==> config.mk <==
export PLATFORM = sky130hd
export DESIGN_NAME = trap_unit
export DESIGN_NICKNAME = d
export VERILOG_FILES = /design/src/rtl/trap_unit.sv
export SDC_FILE = /design/constraint.sdc
export NUM_CORES = 1
export LEC_CHECK = 0
export ABC_CLOCK_PERIOD_IN_PS = 13900
export BUFFER_PORTS_ARGS = -buffer_cell sky130_fd_sc_hd__buf_2
export CORE_AREA = 5 5 284 286
export DETAILED_ROUTE_END_ITERATION = 10
export DIE_AREA = 0 0 289 291
export PLACE_DENSITY = 0.46
export SYNTH_ARGS = -nofsm -noshare
export SYNTH_HDL_FRONTEND = slang
export SYNTH_SLANG_ARGS = --single-unit
==> constraint.sdc <==
create_clock -name clk -period 13.9 [get_ports clk]
set_clock_uncertainty 0.1 [all_clocks]
set_input_delay 1.39 -clock clk [delete_from_list [all_inputs] [get_ports clk]]
set_output_delay 1.39 -clock clk [all_outputs]
set_load 0.01 [all_outputs]
==> src/rtl/trap_unit.sv <==
// M-mode trap/interrupt arbiter: exceptions commit one cycle after exc_valid, interrupts one cycle after pipe_idle.
// hold stalls fetch while an interrupt waits for the pipeline to drain; a single-cycle commit pulse carries redirect + CSR bundle.
module trap_unit #(
  parameter int                 XLEN      = 64,
  parameter int                 NUM_IRQ   = 3,
  parameter logic [NUM_IRQ-1:0] EDGE_MASK = '0
) (
  input  logic               clk,
  input  logic               rst,
  input  logic [NUM_IRQ-1:0] irq_in,
  input  logic [NUM_IRQ-1:0] irq_clr,
  input  logic [NUM_IRQ-1:0] mie,
  input  logic [XLEN-1:0]    mstatus_in,
  input  logic [XLEN-1:0]    mtvec_in,
  input  logic [XLEN-1:0]    mepc_in,
  input  logic               exc_valid,
  input  logic [5:0]         exc_cause,
  input  logic [XLEN-1:0]    exc_pc,
  input  logic [XLEN-1:0]    exc_tval,
  input  logic               mret,
  input  logic               pipe_idle,
  input  logic [XLEN-1:0]    next_pc,
  output logic               hold,
  output logic               commit_valid,
  output logic [XLEN-1:0]    redirect_pc,
  output logic               csr_we,
  output logic [XLEN-1:0]    mepc_out,
  output logic [XLEN-1:0]    mcause_out,
  output logic [XLEN-1:0]    mtval_out,
  output logic [XLEN-1:0]    mstatus_out,
  output logic [1:0]         priv_mode,
  output logic [NUM_IRQ-1:0] mip_out
);

  typedef enum logic [1:0] {IDLE, DRAIN, TRAP, RET} state_t;

  state_t             state;
  logic [NUM_IRQ-1:0] irq_prev;
  logic [NUM_IRQ-1:0] pend_nxt;
  logic [NUM_IRQ-1:0] eligible;
  logic [3:0]         irq_idx;
  logic [3:0]         win_idx;
  logic               still_elig;
  logic               irq_en;
  logic [1:0]         next_priv;
  logic               take_irq;
  logic               do_trap;
  logic               do_ret;
  logic [5:0]         t_code;
  logic [XLEN-1:0]    t_epc;
  logic [XLEN-1:0]    t_cause;
  logic [XLEN-1:0]    t_tval;
  logic [XLEN-1:0]    t_redirect;
  logic [XLEN-1:0]    t_mstatus;
  logic [XLEN-1:0]    r_mstatus;
  logic [XLEN-1:0]    vec_off;

  // Edge sources latch until cleared; a fresh edge wins over a same-cycle clear.
  always_comb begin
    pend_nxt = '0;
    for (int i = 0; i < NUM_IRQ; i++) begin
      if (EDGE_MASK[i])
        pend_nxt[i] = (irq_in[i] & ~irq_prev[i]) | (mip_out[i] & ~irq_clr[i]);
      else
        pend_nxt[i] = irq_in[i];
    end
  end

  assign irq_en   = (priv_mode != 2'd3) | mstatus_in[3];
  assign eligible = irq_en ? (mip_out & mie) : '0;

  always_comb begin
    win_idx    = '0;
    still_elig = 1'b0;
    for (int i = NUM_IRQ - 1; i >= 0; i--) begin
      if (eligible[i]) win_idx = 4'(i);
      if (eligible[i] && irq_idx == 4'(i)) still_elig = 1'b1;
    end
  end

  // An exception always overrides the interrupt, so exc_valid alone names the trap source.
  assign take_irq = !exc_valid;
  assign do_trap  = ((state == IDLE) && exc_valid) ||
                    ((state == DRAIN) && (exc_valid || pipe_idle));
  assign do_ret   = (state == IDLE) && !exc_valid && mret;

  always_comb begin
    t_code  = take_irq ? {irq_idx, 2'b11} : exc_cause;
    t_epc   = take_irq ? next_pc : exc_pc;
    t_tval  = take_irq ? '0 : exc_tval;
    t_cause = '0;
    t_cause[5:0]      = t_code;
    t_cause[XLEN-1]   = take_irq;
    vec_off = '0;
    if (take_irq && mtvec_in[1:0] == 2'b01) vec_off[7:0] = {t_code, 2'b00};
    t_redirect = {mtvec_in[XLEN-1:2], 2'b00} + vec_off;
    t_mstatus         = mstatus_in;
    t_mstatus[7]      = mstatus_in[3];
    t_mstatus[3]      = 1'b0;
    t_mstatus[12:11]  = priv_mode;
    r_mstatus         = mstatus_in;
    r_mstatus[3]      = mstatus_in[7];
    r_mstatus[7]      = 1'b1;
    r_mstatus[12:11]  = 2'b00;
  end

  always_ff @(posedge clk or posedge rst) begin
    if (rst) begin
      state        <= IDLE;
      hold         <= 1'b0;
      commit_valid <= 1'b0;
      csr_we       <= 1'b0;
      redirect_pc  <= '0;
      mepc_out     <= '0;
      mcause_out   <= '0;
      mtval_out    <= '0;
      mstatus_out  <= '0;
      priv_mode    <= 2'd3;
      next_priv    <= 2'd3;
      mip_out      <= '0;
      irq_prev     <= '0;
      irq_idx      <= '0;
    end else begin
      mip_out      <= pend_nxt;
      irq_prev     <= irq_in;
      hold         <= 1'b0;
      commit_valid <= do_trap | do_ret;
      csr_we       <= do_trap | do_ret;
      redirect_pc  <= do_trap ? t_redirect : (do_ret ? mepc_in : '0);
      mepc_out     <= do_trap ? {t_epc[XLEN-1:2], 2'b00} : (do_ret ? mepc_in : '0);
      mcause_out   <= do_trap ? t_cause : '0;
      mtval_out    <= do_trap ? t_tval : '0;
      mstatus_out  <= do_trap ? t_mstatus : (do_ret ? r_mstatus : '0);
      case (state)
        IDLE: begin
          if (do_trap) begin
            state     <= TRAP;
            next_priv <= 2'd3;
          end else if (do_ret) begin
            state     <= RET;
            next_priv <= mstatus_in[12:11];
          end else if (|eligible) begin
            state   <= DRAIN;
            hold    <= 1'b1;
            irq_idx <= win_idx;
          end
        end
        DRAIN: begin
          if (do_trap) begin
            state     <= TRAP;
            next_priv <= 2'd3;
          end else if (!still_elig) begin
            state <= IDLE;
          end else begin
            hold <= 1'b1;
          end
        end
        // Privilege switches as the commit cycle retires, so the commit bundle saw the old mode.
        default: begin
          priv_mode <= next_priv;
          state     <= IDLE;
        end
      endcase
    end
  end

endmodule

# Yosys cells after proc, flatten, opt, wreduce, memory -nomap -nowiden
# Cells that the tools add are included.
dict set report totals {
  out_inout_bits 328
  ff_bits 335
  wordCells 80
  input_bits 404
}
dict set report op_classes {
  muxes 34
  addsub 1
  n_reduce_logical 19
  n_bitwise 5
  eq_ne 9
}
# cell count
set op_table {}
lappend op_table {{64-bit two-way mux} 9}
lappend op_table {{64-bit by 8-bit adder with 64-bit output} 1}
lappend op_table {{2-bit two-way mux} 9}
lappend op_table {{1-bit logical AND} 8}
lappend op_table {{1-bit two-way mux} 8}
lappend op_table {{4-bit two-way mux} 2}
lappend op_table {{8-bit two-way mux} 1}
lappend op_table {{2-bit one-hot mux with 2 select lines} 2}
lappend op_table {{6-bit two-way mux} 1}
lappend op_table {{3-bit != test (second input constant)} 2}
lappend op_table {{2-bit by 1-bit == test with 1-bit output (second input constant)} 2}
lappend op_table {{4-bit by 1-bit == test with 1-bit output (second input constant)} 1}
lappend op_table {{4-bit by 2-bit == test with 1-bit output (second input constant)} 1}
lappend op_table {{4-bit logical NOT} 1}
lappend op_table {{2-bit != test (second input constant)} 2}
lappend op_table {{4-bit by 3-bit != test with 1-bit output (second input constant)} 1}
lappend op_table {{4-bit AND reduction} 1}
lappend op_table {{3-bit bitwise AND} 1}
lappend op_table {{3-bit two-way mux} 1}
lappend op_table {{3-bit AND reduction} 1}
lappend op_table {{3-bit OR reduction} 1}
lappend op_table {{2-bit logical NOT} 1}
lappend op_table {{1-bit logical OR} 2}
lappend op_table {{1-bit NOT} 2}
lappend op_table {{other kinds (6)} 7}

# Logic depth before layout (Yosys ltp)
# Gate-level depths: netlist of run 1.
dict set report logic_depth {
  ltp_word 10
  depth_mapped 11
  ltp_nobuf 8
}

# Least setup slack after synthesis of run 1
# OpenSTA, ideal clock, no wires.
dict set report synth_path {
  path_kind {in2reg}
  from {input port exc_valid}
  to {register redirect_pc[61]}
  slack_ns 9.916
  n_path_buf 2
  required_time_ns 13.674
  setup_ns 0.126
  arrival_ns 3.758
  cell_stages 10
  path_cell_list {clkbuf_1 nor3b_1 and2_1 ha_1 o211ai_1 o21a_1 or4b_1 buf_2 o311a_1 a221o_1}
}
dict set report synth_between {
  elab_chain_len 5
  elab_cells_between_ends 13
  cone_classes {1 x add/sub; 4 x mux; 8 x reduce/logical}
}
# element line
set synth_lines {}
lappend synth_lines {{start, declared} 16} ;# input logic exc_valid,
lappend synth_lines {{1-bit logical NOT} {82, 85}}
lappend synth_lines {{1-bit logical AND, on equally long branches} {95, 85}}
lappend synth_lines {{8-bit two-way mux or 1-bit logical AND (tied branches)} {95, 85}}
lappend synth_lines {{64-bit by 8-bit adder with 64-bit output or 64-bit two-way mux (tied branches)} {96, 129}}
lappend synth_lines {{64-bit two-way mux *} 129} ;# redirect_pc <= do_trap ? t_redirect : (do_ret ? mepc_in : '0);
lappend synth_lines {{end signal, assigned} 129}
lappend synth_lines {{end, declared} 25} ;# output logic [XLEN-1:0] redirect_pc,
# Every way passes the cells marked *; elsewhere a longest branch is shown, timed or not.
# A chain may end at the register's enable or synchronous reset.

# Worst setup path in the final report of run 1
dict set report layout_path {
  from {input port exc_valid}
  to {register redirect_pc[59]}
}
# The elaborated chain is that of the path after synthesis.

==> results of run 1 <==
[final cells by class]
type                            instances  area, um2  area share [%]
Sequential cell                       274       6860            39.5
Multi-Input combinational cell        723       4390            25.3
Timing Repair Buffer                  683       3460            19.9
Tap cell                             1050       1310            7.56
Clock buffer                           48        985            5.67
Clock inverter                         12        209            1.20
Inverter                               36        143           0.821
Antenna cell                            6       15.0          0.0864
[power by group]
part | total, W | internal (W) | switching, W
combinational | 0.000686 | 0.000258 | 0.000428
sequential | 0.00101 | 0.000955 | 0.0000591
clock | 0.000955 | 0.000590 | 0.000365
total | 0.00266 | 0.00180 | 0.000852
[cell usage in the layout (no fill, tap or decap), drive strengths merged, types with 6 or more instances in the layout]
cell,instances
or3,8
nand4,24
conb,59
a21oi,14
nor2,26
nand2,115
a22oi,40
o211ai,23
o21ai,27
nand3,69
a32oi,11
xor2,8
clkbuf,48
ha,6
nor3,18
dfrtp,270
and2,136
diode,6
buf,683
inv,38
nor4,11
xnor2,15
or4,21
a222oi,22
[routing by layer]
| layer | share of wire, % | wire, um | global-route usage [%] |
|---|---|---|---|
| met2 | 48 | 27700 | 22.1 |
| met1 | 39 | 22400 | 15.0 |
| met4 | 2.9 | 1670 | 4.27 |
| met3 | 9.2 | 5280 | 4.09 |
| met5 | 0.30 | 171 | 0 |
[per-stage QoR]
| step | instances | total power (W) | area (um2) | setup slack (ps) | utilization (%) |
|---|---|---|---|---|---|
| 2_1_floorplan | 1154 | 0.00136 | 12000 | 4860 | - |
| 3_3_place_gp | 2766 | 0.00172 | 16200 | 9130 | 20.7 |
| 3_5_place_dp | 2766 | 0.00173 | 16200 | 9090 | 20.7 |
| 4_1_cts | 2826 | 0.00273 | 17400 | 9670 | 22.2 |
| 5_1_grt | 2830 | 0.00281 | 17400 | 9450 | 22.2 |
| 6_report | 2832 | 0.00266 | 17400 | 9650 | 22.3 |
[sequential cells by signal, summed over array words and instances (netlist names)]
register and flops:
priv_mode 2, mstatus_out 64, hold 1, mepc_out 64, csr_we 1, mcause_out 7, irq_idx 2, state 2
mip_out 3, mtval_out 64, next_priv 2, redirect_pc 62
[how the worst min path moves through the flow]
| stage | startpoint | to | slack (ps) | cells past startpoint |
|---|---|---|---|---|
| detailed placement | next_priv[1]$_DFFE_PP1P_ | next_priv[1]$_DFFE_PP1P_ | 400 | 2 |
| global route | next_priv[1]$_DFFE_PP1P_ | next_priv[1]$_DFFE_PP1P_ | 440 | 2 |
| CTS | next_priv[1]$_DFFE_PP1P_ | next_priv[1]$_DFFE_PP1P_ | 410 | 2 |
| finish | next_priv[1]$_DFFE_PP1P_ | next_priv[1]$_DFFE_PP1P_ | 410 | 2 |
| floorplan | next_priv[0]$_DFFE_PP1P_ | next_priv[0]$_DFFE_PP1P_ | 380 | 2 |
| global placement | next_priv[1]$_DFFE_PP1P_ | next_priv[1]$_DFFE_PP1P_ | 390 | 2 |
[logic make-up after synthesis]
| kind of cell | count (synthesis) |
|---|---|
| and+or+nand+nor | 461 |
| DFF | 274 |
| AOI/OAI and AO/OA | 170 |
| buffers and inverters | 157 |
| xor gates and xnor gates | 23 |
| adders and majority gates | 7 |
| muxes | 3 |
| other | 1 |
[tightest hold or removal path, stage by stage, from the launching register on]
cell	delay (ps)
dfstp_2	360
nor2_1	90
a21oi_1	50
==> metrics.md, run 1 <==
| Metric | Value |
|---|---|
| Period minus WS final | 4250 ps |
| Antenna-violating nets left | 0 |
| Setup violators final | 0 |
| Hold Slack | 409 ps |
| Syn-to-layout area delta | 47.2% |
| Floorplan core area | 0.0781 mm2 |
| Maximum clock rate | 0.235 GHz |
| FF-to-FF path depth | 7 |
| Top-area cell type share of the netlist area | 57.2% |
| CP Data Arrival Time | 4610 ps |
| I/O pin cnt | 732 |
| Share of layout cells above drive strength 1 | 42.6% |
| Synth Flop Type | dfrtp_1 |
| Pins Over Slew Limit | 0 |
| Gr ovfl total | 0 |
| H-tree Lvls | 2 |
| R2R Setup Slk | 10470 ps |
| Mapped Cells | 1096 |
| Worst-path cell chain | buf_2 > nor3b_1 > and2_1 > ha_1 > o211ai_1 > o21a_1 > or4_1 > or4_1 > nand3_1 |
| Final WL | 57300 um |
| Largest net degree at the start of global routing | 108 |
| Fin. Hold Viols | 0 |
| Critical path class | input pin to flip-flop |
| Max stage delay cell, worst path | or4_1 |
| CTS sink cnt | 274 |
| Max incr delay on CP | 980 ps |
| XOR/XNOR share of the synthesized area | 1.71% |
| CTS Root Buffer Type | clkbuf_16 |
| Yosys warning count | 0 |
| Critical Path RT | 14260 ps |
| Adder-Cell Fraction of Synth Area | 0.805% |
| Number of max-cap violations | 0 |
| EDFF count, synth | 0 |
| Peak VDD IR | 85.3 uV |
| Avg Cell Area, Syn | 10.8 um2 |
| Clock transition at the registers of the reported paths | 50 ps |
| Die Ht | 291 um |
| Yosys top cell by area | dfrtp_1 |
| WL/cell | 20.2 um |
| CTS resizes | 0 |
| Longest Clk Path Bufs | 3 |
| Final Cycle Share | 30.6% |
| I/O Buffers | 667 |
| Mapped Area | 0.0118 mm2 |
| Routability cong. | 0.811 |
| Via Count | 11200 |
| CP endpoint | redirect_pc[59]$_DFF_PP0_ |
| Seq cells post-synth | 274 |
| RR Startpoint | irq_idx[1]$_DFFE_PP0P_ |
| Final #Nets | 2164 |
| Sequential area share after synthesis | 58.1% |
| Cts hold-fix bufs | 0 |
| CP bufs+invs | 1 |
| Synth Area in Compound Gates | 10.9% |
| Rel. slew slack | 34.0% |
| First-pass GRT wire length | 79800 um |
| Die width | 289 um |
| Post-synth cell types | 60 |
| Top delay family on crit path | simple AND/OR/NAND/NOR gates |
| Hpwl dp | 46800 um |
| Multiplexer share of the synthesized area | 0.286% |
| Total track usage | 12.8% |
| Ranking of synthesized cells by area | dfrtp_1 (57%), and2_1 (7.2%), buf_4 (3.8%) |
| CP Max Fanout | 13 |
| Type of the worst min-delay path | flip-flop to flip-flop |
| CP Capture Type | flip-flop |
| FFs w/ async S/R, synth | 100% |
| Drt first pass iters | 7 |
| Most common cell in the netlist | dfrtp_1 |
| CTS tree | done |
| Worst Setup Start Kind | input pin |
| WP depth | 9 |
| Setup_tns | 0 ps |
| RSZ-0062 raised after global routing | no |
| Simple-gate share of the synthesized area | 21.2% |
| Outcome | complete, no violations |
| Main combinational cell family by area after synthesis | simple AND/OR/NAND/NOR gates |
| Vias/cell | 3.95 |
| Clock Latency Late Sink | 540 ps |
| RR Endpoint | redirect_pc[59]$_DFF_PP0_ |
| Initial antenna violation count | 21 |
| FP Rows | 103 |
| Vias in the first global route | 11900 |
| Die area | 0.0841 mm2 |
| Fill cells | 8661 |
| Starting density of the core | 15.1% |
| Synth cell count leaders | dfrtp_1 (270), and2_1 (136), nand2_1 (115), nand3_1 (69), buf_4 (60) |
| Launch point of the worst path | exc_valid |
| Most used cell along the critical path | or4_1 |
| Number of CTS-inserted buffers | 35 |
| First DRT Iteration DRCs | 541 |
| Slew @ Worst Pin | 980 ps |
| Pwr Density | 153 mW/mm2 |
| Static leakage | 9.04 nW |
| DRC viols | 0 |
| Setup Fix Bufs, Post-CTS | 0 |
No activity file was read; power rests on OpenSTA's default activity.
==> inputs of run 2 (changes only) <==
==> config.mk (replaced) <==
export PLATFORM = sky130hd
export DESIGN_NAME = trap_unit
export DESIGN_NICKNAME = d
export VERILOG_FILES = /design/src/rtl/trap_unit.sv
export SDC_FILE = /design/constraint.sdc
export NUM_CORES = 1
export LEC_CHECK = 0
export ABC_CLOCK_PERIOD_IN_PS = 4200
export BUFFER_PORTS_ARGS = -buffer_cell sky130_fd_sc_hd__buf_2
export CORE_AREA = 5 5 280 282
export DETAILED_ROUTE_END_ITERATION = 10
export DIE_AREA = 0 0 285 287
export PLACE_DENSITY = 0.47
export SYNTH_ARGS = -nofsm -noshare
export SYNTH_HDL_FRONTEND = slang
export SYNTH_SLANG_ARGS = --single-unit
==> constraint.sdc (replaced) <==
create_clock -name clk -period 4.2 [get_ports clk]
set_clock_uncertainty 0.1 [all_clocks]
set_input_delay 0.42 -clock clk [delete_from_list [all_inputs] [get_ports clk]]
set_output_delay 0.42 -clock clk [all_outputs]
set_load 0.01 [all_outputs]
==> metrics.md, run 2 (same netlist as run 1, synthesis figures left out) <==
| Metric | Value |
|---|---|
| Outcome | complete, no violations |
| Share of layout cells above drive strength 1 | 38.3% |
| Final Cycle Share | 81.8% |
| RSZ-0062 raised after global routing | no |
| Depth of the worst hold-timing path | 3 |
| Hpwl dp | 47200 um |
| Longest Clk Path Bufs | 3 |
| Antenna-violating nets left | 0 |
| I/O pin cnt | 732 |
| Setup_tns | 0 ps |
| Cts hold-fix bufs | 221 |
| Floorplan core area | 0.0754 mm2 |
| Rel. slew slack | 40.7% |
| I/O Buffers | 667 |
| CP Capture Type | flip-flop |
| CP Max Fanout | 49 |
| Clock transition at the registers of the reported paths | 50 ps |
| Pwr Density | 453 mW/mm2 |
| Pins Over Slew Limit | 0 |
| Final WL | 60800 um |
| WL met2 | 29700 um |
| Hold Slack | 38.4 ps |
| Most frequent cells in the layout | buf_2 (667), dfrtp_1 (270), dlygate4sd3_1 (221) |
| Most common cell after layout, fill and taps aside | buf_2 |
| FF-to-FF path depth | 6 |
| Static leakage | 9.99 nW |
| DP Worst Slack | 524 ps |
| DRC viols | 0 |
| Via Count | 12200 |
| Period minus WS final | 3430 ps |
| Worst Setup Start Kind | flip-flop |
| Layout Utilization | 25.9% |
| WL/cell | 20.3 um |
| R2R Setup Slk | 770 ps |
| FP Rows | 101 |
| Slew @ Worst Pin | 890 ps |
| Total power | 0.00886 W |
| Number of max-cap violations | 0 |
| CP Data Arrival Time | 3790 ps |
| CTS tree | done |
| Die width | 285 um |
| Number of CTS-inserted buffers | 35 |
| H-tree Lvls | 2 |
| Die area | 0.0818 mm2 |
| Total track usage | 14.0% |
| Maximum clock rate | 0.291 GHz |
| Critical Path RT | 4560 ps |
| Die Ht | 287 um |
| Initial antenna violation count | 11 |
| First-pass GRT wire length | 85800 um |
| Vias/cell | 4.09 |
| Starting density of the core | 15.7% |
| Type of the worst min-delay path | input pin to flip-flop |
| CTS Root Buffer Type | clkbuf_16 |
| First DRT Iteration DRCs | 631 |
| Peak VDD IR | 224 uV |
| Drt first pass iters | 5 |
| Clock Latency Late Sink | 510 ps |
| Met3 routed WL | 4860 um |
| Fin. Hold Viols | 0 |
| CTS sink cnt | 274 |
| Critical path class | flip-flop to flip-flop |
| CTS resizes | 0 |
| Uppermost layer routed | met5 |
| Routability cong. | 0.878 |
| Vias in the first global route | 13200 |
| Top Registers | mepc_out: 64 flops, mstatus_out: 64 flops, mtval_out: 64 flops |
| Final WS setup | 765 ps |
| Gr ovfl total | 0 |
| Syn-to-layout area delta | 65.6% |
| Setup Fix Bufs, Post-CTS | 0 |
| Largest net degree at the start of global routing | 84 |
| Final #Nets | 2396 |
| Setup violators final | 0 |
| Metal1 wirelength | 23800 um |
run 2: cell types whose count changed in the layout (fill, tap and decap cells not counted), moves of 3 or more:
cell,change
dlygate4sd3_1,+221
bufinv_16,-3
buf_4,+8
buf_12,+3
run 2: worst max-delay path: stages (launching register included):
cell and delay, ps:
dfrtp_1 670, nor2b_4 590, buf_4 530, a22oi_1 180, dlygate4sd3_1 590, nand2_1 70, dlygate4sd3_1 540
run 2: area by class of cell:
type	count	area (um2)
antenna	4	10.0
clock buffer	47	981
clock inverter	12	148
fill	8035	55900
inverter	36	139
multi-input combinational	723	4400
sequential	274	6860
tap	978	1220
timing repair buffer	915	5790
run 2: path summary, 6_finish.rpt:
path                                               start                       end
worst max register to register      state[1]$_DFFE_PP0P_    mepc_out[44]$_DFF_PP0_
worst min-delay path                         mepc_in[24]    mepc_out[24]$_DFF_PP0_
worst max-delay path                state[1]$_DFFE_PP0P_    mepc_out[44]$_DFF_PP0_
min in group asynchronous                            rst   mtval_out[41]$_DFF_PP0_
worst min register to register  next_priv[0]$_DFFE_PP1P_  next_priv[0]$_DFFE_PP1P_
max in group asynchronous                            rst    mepc_out[59]$_DFF_PP0_
run 2: routing by layer:
metal	up-vias	global-route usage, %
met4	4	5.77
met3	99	3.81
met1	5978	16.4
met2	597	24.3
met5	-	0
li1	5542	-
run 2: power by group:
part	leakage, nW	internal [W]	switching (W)
clock	0.544	0.00177	0.00119
sequential	3.58	0.00316	0.000198
combinational	5.87	0.00106	0.00147
run 2: stage by stage:
stage | std cells | cell area (um2)
5_1_grt | 2987 | 19600
3_3_place_gp | 2705 | 16200
6_report | 2989 | 19600
2_1_floorplan | 1154 | 12000
4_1_cts | 2985 | 19500
3_5_place_dp | 2705 | 16200
==> inputs of run 3 (changes only) <==
==> config.mk (replaced) <==
export PLATFORM = sky130hd
export DESIGN_NAME = trap_unit
export DESIGN_NICKNAME = d
export VERILOG_FILES = /design/src/rtl/trap_unit.sv
export SDC_FILE = /design/constraint.sdc
export NUM_CORES = 1
export LEC_CHECK = 0
export ABC_AREA = 1
export ABC_CLOCK_PERIOD_IN_PS = 3500
export BUFFER_PORTS_ARGS = -buffer_cell sky130_fd_sc_hd__buf_2
export CORE_AREA = 5 5 279 281
export DETAILED_ROUTE_END_ITERATION = 10
export DIE_AREA = 0 0 284 286
export PLACE_DENSITY = 0.48
export SYNTH_ARGS = -nofsm -noshare
export SYNTH_HDL_FRONTEND = slang
export SYNTH_SLANG_ARGS = --single-unit
==> constraint.sdc (replaced) <==
create_clock -name clk -period 3.5 [get_ports clk]
set_clock_uncertainty 0.1 [all_clocks]
set_input_delay 0.35 -clock clk [delete_from_list [all_inputs] [get_ports clk]]
set_output_delay 0.35 -clock clk [all_outputs]
set_load 0.01 [all_outputs]
==> metrics.md, run 3 <==
| Metric | Value |
|---|---|
| Period minus WS final | 3170 ps |
| RR Startpoint | state[1]$_DFFE_PP0P_ |
| I/O Buffers | 667 |
| Vias/cell | 3.90 |
| Avg Cell Area, Syn | 8.28 um2 |
| Starting density of the core | 17.2% |
| Mapped Area | 0.0130 mm2 |
| CTS Root Buffer Type | clkbuf_16 |
| Synth Flop Type | dfrtp_1 |
| DRC viols | 0 |
| Pwr Density | 533 mW/mm2 |
| Largest net degree at the start of global routing | 91 |
| Top-area cell type share of the netlist area | 52.1% |
| Dpl cells | 3181 |
| CTS resizes | 0 |
| R2R Setup Slk | 330 ps |
| Synth cell count leaders | nand2_1 (355), inv_1 (271), dfrtp_1 (270), nor2_1 (247), buf_4 (66) |
| RR Endpoint | mepc_out[47]$_DFF_PP0_ |
| Most common cell after layout, fill and taps aside | buf_2 |
| First DRT Iteration DRCs | 605 |
| Pins Over Slew Limit | 0 |
| Type of the worst min-delay path | input pin to flip-flop |
| WL/cell | 18.9 um |
| Number of max-cap violations | 0 |
| Antenna-violating nets left | 0 |
| Worst-path cell chain | nor2_1 > nand2_1 > nor2_4 > inv_2 > o221ai_1 > dlygate4sd3_1 |
| WHS Endpoint | redirect_pc[36]$_DFF_PP0_ |
| Most frequent cells in the layout | buf_2 (667), nand2_1 (355), dlygate4sd3_1 (282) |
| Critical Path RT | 3870 ps |
| CP Data Arrival Time | 3540 ps |
| Cell Count, Final, Fillers Out | 3544 |
| Max stage delay cell, worst path | dlygate4sd3_1 |
| Final WL | 66900 um |
| Die Ht | 286 um |
| Ranking of synthesized cells by area | dfrtp_1 (52%), nand2_1 (10%), inv_1 (7.8%) |
| FP Rows | 101 |
| Share of layout cells above drive strength 1 | 30.3% |
| Setup violators final | 0 |
| Longest Clk Path Bufs | 3 |
| Via Count | 13800 |
| Floorplan core area | 0.0752 mm2 |
| Final WS setup | 332 ps |
| Clock transition at the registers of the reported paths | 60 ps |
| Mapped Cells | 1566 |
| Seq cells post-synth | 274 |
| Hpwl dp | 52200 um |
| CTS tree | done |
| Maximum clock rate | 0.316 GHz |
| Die area | 0.0812 mm2 |
| RSZ-0062 raised after global routing | no |
| Drt first pass iters | 5 |
| EDFF count, synth | 0 |
| FFs w/ async S/R, synth | 100% |
| Yosys warning count | 0 |
| Static leakage | 11.9 nW |
| First-pass GRT wire length | 94900 um |
| HP Start | mepc_in[36] |
| Post-synth cell types | 41 |
| CP Max Fanout | 50 |
| FF-to-FF path depth | 6 |
| I/O pin cnt | 732 |
| Peak VDD IR | 239 uV |
| Slew @ Worst Pin | 1060 ps |
| H-tree Lvls | 2 |
| Layout Utilization | 28.3% |
| Final #Nets | 2935 |
| Final Cycle Share | 90.5% |
| Yosys top cell by area | dfrtp_1 |
| Total track usage | 15.7% |
| CTS sink cnt | 274 |
| Sequential area share after synthesis | 52.9% |
| Outcome | complete, no violations |
| DP Worst Slack | 425 ps |
| Vias in the first global route | 14500 |
| Initial antenna violation count | 39 |
| Depth of the worst hold-timing path | 3 |
| Rel. slew slack | 29.4% |
| Top Registers | mepc_out: 64 flops, mstatus_out: 64 flops, mtval_out: 64 flops |
| Worst Setup Start Kind | flip-flop |
| Max incr delay on CP | 600 ps |
| Critical path class | flip-flop to flip-flop |
| Fill cells | 8085 |
| Fin. Hold Viols | 0 |
| Gr ovfl total | 0 |
| Die width | 284 um |
| Most common cell in the netlist | nand2_1 |
| Syn-to-layout area delta | 64.0% |
| Clock Latency Late Sink | 530 ps |
| CP Capture Type | flip-flop |
| Number of CTS-inserted buffers | 37 |
| Routability cong. | 0.868 |
==> run 3: cell count changes after synthesis, moves of 20 or more <==
cell / before / now
o221ai_1: 0 / 24
a222oi_1: 22 / 0
mux2i_1: 0 / 38
clkbuf_1: 55 / 13
nand2_1: 115 / 355
inv_1: 36 / 271
and2_1: 136 / 3
buf_2: 2 / 24
o21ai_0: 26 / 63
nor2_1: 26 / 247
a22oi_1: 40 / 0
o211ai_1: 23 / 0
or4_1: 20 / 0
==> run 3: cells by family after synthesis <==
kind of cell	share of synthesized area [%]
compound gates	6.57
mux	2.94
simple gates	22.5
buf+inv	13.3
flops	52.9
xor+xnor	0.946
fa+ha+maj	0.734
other cells	0.0289
==> run 3: per-stage QoR <==
step / setup TNS, ps / hold slack [ps] / area (um2) / power, W
finish: 0 / 15.8 / 21200 / 0.0113
global route: 0 / 29.8 / 21200 / 0.0120
global placement: 0 / 359 / 17200 / 0.00737
detailed placement: 0 / 360 / 17200 / 0.00738
CTS: 0 / 0.644 / 21200 / 0.0116
floorplan: -153930 / 281 / 13200 / 0.00574
==> run 3: worst max path at each step <==
| stage | cells past startpoint | endpoint | from |
|---|---|---|---|
| after floorplan | 1 | csr_we$_DFF_PP0_ | rst |
| after global placement | 13 | redirect_pc[16]$_DFF_PP0_ | exc_valid |
| after detailed placement | 13 | redirect_pc[16]$_DFF_PP0_ | exc_valid |
| after CTS | 6 | mepc_out[37]$_DFF_PP0_ | state[1]$_DFFE_PP0P_ |
| after global routing | 6 | mepc_out[47]$_DFF_PP0_ | state[1]$_DFFE_PP0P_ |
| final | 6 | mepc_out[47]$_DFF_PP0_ | state[1]$_DFFE_PP0P_ |
==> run 3: final cells by class <==
class                           instances  area [um2]  share of cell area [%]
Antenna cell                           16        40.0                   0.188
Clock buffer                           50        1020                    4.82
Clock inverter                         15         149                   0.701
Inverter                              273        1030                    4.84
Multi-Input combinational cell        971        4600                    21.6
Sequential cell                       274        6860                    32.3
Tap cell                              978        1220                    5.76
Timing Repair Buffer                  967        6320                    29.7
==> run 3: power breakdown <==
part           switching, W  internal, W
clock network       0.00152      0.00221
registers          0.000236      0.00391
logic               0.00214      0.00131
total               0.00390      0.00743
==> run 3: metal layers <==
metal	track usage [%]	routed length [um]
met5	0	216
met4	6.34	2790
met3	5.42	5360
met2	27.7	33100
met1	17.3	25400
==> run 3: what timing repair did <==
action                    CTS  global route
hold endpoints to repair  253             0
buffers inserted            0             0
hold buffers              282             0
==> run 3: worst max-delay path: cells and delay by family, from the launching register on <==
kind	cells	cell delay (ps)
compound gates	1	370
buf+inv	2	1190
flops	1	440
simple gates	3	910
